--- src/rtl/sudoku_pkg.sv ---
// Shared constants, error codes, FSM state and cell coordinate tag for the Sudoku solver/checker.
// Combinational helpers only; no latency, no backpressure.
package sudoku_pkg;

    localparam int N_CELLS  = 81;
    localparam int GRID_DIM = 9;
    localparam int BOX_DIM  = 3;

    localparam logic [2:0] ERR_NONE = 3'd0;
    localparam logic [2:0] ERR_VAL  = 3'd1;
    localparam logic [2:0] ERR_ROW  = 3'd2;
    localparam logic [2:0] ERR_COL  = 3'd3;
    localparam logic [2:0] ERR_BOX  = 3'd4;

    typedef enum logic [1:0] {
        ST_IDLE  = 2'd0,
        ST_ISSUE = 2'd1,
        ST_DRAIN = 2'd2,
        ST_DONE  = 2'd3
    } sudoku_state_e;

    typedef struct packed {
        logic [6:0] idx;
        logic [3:0] row;
        logic [3:0] col;
        logic [3:0] box;
    } cell_tag_t;

    // Digit v (1..9) maps to mask bit v-1.
    function automatic logic [GRID_DIM-1:0] digit_bit(input logic [3:0] d);
        return GRID_DIM'(1) << (d - 4'd1);
    endfunction

endpackage

--- src/rtl/sudoku_coord_cnt.sv ---
// Row-major cell walker producing index/row/col/box incrementally (no divider).
// Tag updates the cycle after en; clr wins over en; wraps to cell 0 after the last cell.
module sudoku_coord_cnt
    import sudoku_pkg::*;
(
    input  logic      clk,
    input  logic      rst,
    input  logic      clr,
    input  logic      en,
    output cell_tag_t tag,
    output logic      last
);

    localparam logic [6:0] IDX_LAST = 7'(N_CELLS - 1);
    localparam logic [3:0] DIM_LAST = 4'(GRID_DIM - 1);
    localparam logic [3:0] BAND_0   = 4'(BOX_DIM - 1);
    localparam logic [3:0] BAND_1   = 4'(2 * BOX_DIM - 1);
    localparam logic [3:0] BOX_BACK = 4'(BOX_DIM - 1);

    cell_tag_t tag_q;
    cell_tag_t tag_d;

    always_comb begin
        tag_d = tag_q;
        if (clr || (en && (tag_q.idx == IDX_LAST))) begin
            tag_d = '0;
        end else if (en) begin
            tag_d.idx = tag_q.idx + 7'd1;
            if (tag_q.col == DIM_LAST) begin
                // End of a row: step down one row; box moves to the next band or back to its band start.
                tag_d.col = '0;
                tag_d.row = tag_q.row + 4'd1;
                if ((tag_q.row == BAND_0) || (tag_q.row == BAND_1)) begin
                    tag_d.box = tag_q.box + 4'd1;
                end else begin
                    tag_d.box = tag_q.box - BOX_BACK;
                end
            end else begin
                tag_d.col = tag_q.col + 4'd1;
                if ((tag_q.col == BAND_0) || (tag_q.col == BAND_1)) begin
                    tag_d.box = tag_q.box + 4'd1;
                end
            end
        end
    end

    always_ff @(posedge clk) begin
        if (rst) begin
            tag_q <= '0;
        end else begin
            tag_q <= tag_d;
        end
    end

    assign tag  = tag_q;
    assign last = (tag_q.idx == IDX_LAST);

endmodule

--- config.mk ---
export PLATFORM = sky130hd
export DESIGN_NAME = sudoku_coord_cnt
export DESIGN_NICKNAME = d
export VERILOG_FILES = /design/src/rtl/sudoku_pkg.sv /design/src/rtl/sudoku_coord_cnt.sv
export SDC_FILE = /design/constraint.sdc
export NUM_CORES = 1
export LEC_CHECK = 0
export CORE_MARGIN = 8
export CORE_UTILIZATION = 45
export CTS_CLUSTER_SIZE = 30
export DETAILED_ROUTE_END_ITERATION = 10
export PLACE_DENSITY_LB_ADDON = 0.2
export SETUP_SLACK_MARGIN = 0.02
export SYNTH_ARGS = -nofsm -noshare
export SYNTH_HDL_FRONTEND = slang
export SYNTH_SLANG_ARGS = --single-unit
--- constraint.sdc ---
create_clock -name clk -period 4.7 [get_ports clk]
set_input_delay 1.41 -clock clk [delete_from_list [all_inputs] [get_ports clk]]
set_output_delay 1.41 -clock clk [all_outputs]
set_load 0.05 [all_outputs]
==> results by group <==
Synthesis
  • Synth unique cells: 28
  • Async set-or-reset flop fraction in the synthesized netlist: 0
  • Top-count cell post-synth: dfxtp_1
  • Leading area contributor after synthesis: dfxtp_1
  • Synth warnings: 0
  • Post-Syn Area: 1038 sq um
  • Sequential share of the synthesized area: 0.3663
  • Synth area leaders: dfxtp_1, ha_1, nor2_1
  • Top_reg_cell synth: dfxtp_1
  • Syn nets: ~130
  • Avg Cell Area, Syn: 9.030 sq um
  • Yosys reg bits: 19
  • Post-synth top area share: 0.3663
  • Post-Syn Instances: 115
  • Most instantiated cells after synthesis: dfxtp_1, nor2_1, ha_1, inv_1, nand2_1
  • Post-synth EDFFs: 0

Hold path
  • Min-Delay Path Class: flop to flop
  • Hold path endpoint: tag[3]
  • Worst hold path cell count: 2
  • Hold_sp: tag[3]

Timing
  • Clock skew: approximately 0.0035 ns
  • Fin crit period: 3.485 ns
  • Slew headroom: 0.6552
  • TNS Setup: 0 ns
  • Number of max-slew violations in the final report: 0
  • Peak Freq: 0.2870 GHz
  • Worst slew pin tran: slightly above 0.5 ns
  • RSZ-0062 raised after global routing: no
  • Final count of hold timing violations: 0
  • Fin crit share: 0.7414
  • Post-route setup slack: 1.215 ns
  • Final setup vio count: 0

Global routing
  • Total GRT Usage: 0.09653
  • First-pass GRT wire length: 3.263 mm
  • Vias in the first global route: 760
  • Largest net degree at the start of global routing: 18
  • Overflow after GRT: 0
  • Initial antenna violation count: 0

Pwr
  • Pwr/cell area: 200.6 nW/um^2
  • Logic pwr share: 0.080
  • Switching Power: 0.06071 mW
  • Leak: 0.5032 nW
  • Sequential fraction of design power: 0.620
  • P_int: 0.2036 mW
  • Clock share of power: 0.300
  • Total power: 0.2643 mW
  • Max rail drop VDD: approximately 120 uV
  • Switch share: 0.2296

Routing
  • Starting DRC count in detailed routing: 13
  • Routed wl met3: 104 um
  • DRT met1 WL: roughly 930 um
  • Drt drc: 0
  • Drt wl/cell: 11.73 um
  • ANT nets after route: 0
  • Vias: 833
  • DR pass1 iterations: 3
  • Via/cell ratio: 4.988
  • Met2 Wirelength: 913 um
  • Uppermost layer routed: met4
  • Final wirelength: 1.959 mm

Floorplanning
  • Die area: 4101 sq um
  • Die X: 64.04 um
  • Die Span Y: 64.04 um
  • Core area: approximately 2200 sq um
  • Initial Util: 0.4740
  • IO Pins: 24
  • Core Rows: 17

Cells and area
  • # diodes: 0
  • Nets@finish: 156
  • P&R area growth vs syn: 26.87%
  • Fin area: roughly 1300 sq um
  • Max reg flops: 19
  • Finished Layout Cells: ~170
  • Proportion of layout cells with a drive suffix above 1: 0.03597

Clocking
  • CTS resizes: 0
  • CTS tree: done
  • H-Tree Depth: 1
  • Post-CTS setup buffer count: 0
  • Max Root-Sink Buffers: 2
  • Clk_lat worst skew: approximately 0.29 ns
  • CTS Buf Count: 3
  • Clock transition at the registers of the reported paths: 0.10 ns
  • # clock sinks: 19
  • CTS Root Cell: clkbuf_4
  • CTS Hold Bufs: 0

Placed design
  • Final HPWL DP: 1.536 mm
  • IO buf count: 23
  • Dpl cell area: 1291 sq um
  • Pre-CTS setup slack: 1.443 ns
  • Inst Count DP: 163
  • GPL Wtd Cong: between 0.7 and 0.8

Outcome
  • Status: finished clean

Critical path
  • Crit end category: primary output
  • Worst path bufs/invs: 2
  • CP arrival: 2.07 ns
  • Crit Path Category: flop to primary output
  • Delay-heaviest family, CP: buffers and inverters
  • Crit path depth: 5
  • CP max FO: 5
  • Slowest stage delay, CP: 0.86 ns
  • Worst R2R End: tag[4]
  • CP required: approximately 3.3 ns
  • Worst R2R Path Depth: 7
  • R2r setup slk: approximately 2.8 ns
  • Crit-path cells: inv_1 -> ha_1 -> nand4b_1 -> nor3_1 -> clkdlybuf4s50_1
  • CP max-delay cell: clkdlybuf4s50_1
  • Startpoint types: flop
  • Worst r2r src: tag[12]

Job
  • Max-cap viol count: 0
[routing by layer]
| metal | GRT usage | up-vias |
|---|---|---|
| li1 | - | 435 |
| met1 | 0.1104 | 385 |
| met2 | 0.1556 | 11 |
| met3 | 0.03310 | 2 |
| met4 | 0.05014 | 0 |
| met5 | 0 | - |
[stage by stage]
step / util / hold slack [ns]
floorplan: - / 0.7134
global placement: 0.5894 / 0.4750
detailed placement: 0.5894 / 0.4881
CTS: 0.6014 / 0.5046
global route: 0.6014 / 0.5362
finish: 0.6014 / 0.4982
[cell type report]
type                    count  area (sq um)
fillers                   203         873.3
multi-input cells          83         608.1
flip-flops and latches     19         380.4
repair buffers             23         230.2
inverters                  10         37.54
well taps                  28         35.03
clock buffers               4         26.28
[layout by cell type, fill, tap and decap left out, types with 4 or more instances in the layout]
| cell type | count |
|---|---|
| clkdlybuf4s50_1 | 23 |
| dfxtp_1 | 19 |
| nor2_1 | 14 |
| ha_1 | 12 |
| inv_1 | 10 |
| nand2_1 | 8 |
| xor2_1 | 6 |
| xnor2_1 | 5 |
| o21ai_0 | 5 |
| mux2i_1 | 5 |
| a21oi_1 | 5 |
| nand4_1 | 4 |
[power by group through the flow]
stage / Combinational (mW) / Sequential (mW) / Clock, mW
after floorplan: 0.00988 / 0.172 / 0
after global placement: 0.0209 / 0.168 / 0
after detailed placement: 0.0213 / 0.168 / 0
after CTS: 0.0214 / 0.164 / 0.0842
after global routing: 0.0227 / 0.164 / 0.0884
final: 0.0211 / 0.164 / 0.0793
[how the worst max path moves through the flow]
stage	startpoint	to	slack, ns
after global routing	tag[12]	last	1.11
after detailed placement	en	tag[4]	1.44
after floorplan	tag[12]	last	1.33
after CTS	tag[12]	last	1.21
after global placement	en	tag[4]	1.47
final	tag[12]	last	1.22
[worst reg2reg max path, cell delays in order (launching register included)]
cell and delay, ns:
dfxtp_1 0.42, inv_1 0.07, ha_1 0.20, nand4b_1 0.10, nor3_1 0.07, a211o_1 0.51
or2_2 0.40, nor2_1 0.10
[cell families (layout without fill, tap and decap cells)]
group                    Yosys count  after routing  synth area share
flip-flops                        19             19            0.3663
buffers and inverters             13             37           0.04819
AO/OA/AOI/OAI                     15             15            0.1060
adder cells (fa/ha/maj)           12             12            0.1446
AND/OR/NAND/NOR                   40             40            0.1940
XOR/XNOR                          11             11           0.09277
multiplexers                       5              5           0.04819
No activity file was read; power rests on OpenSTA's default activity.
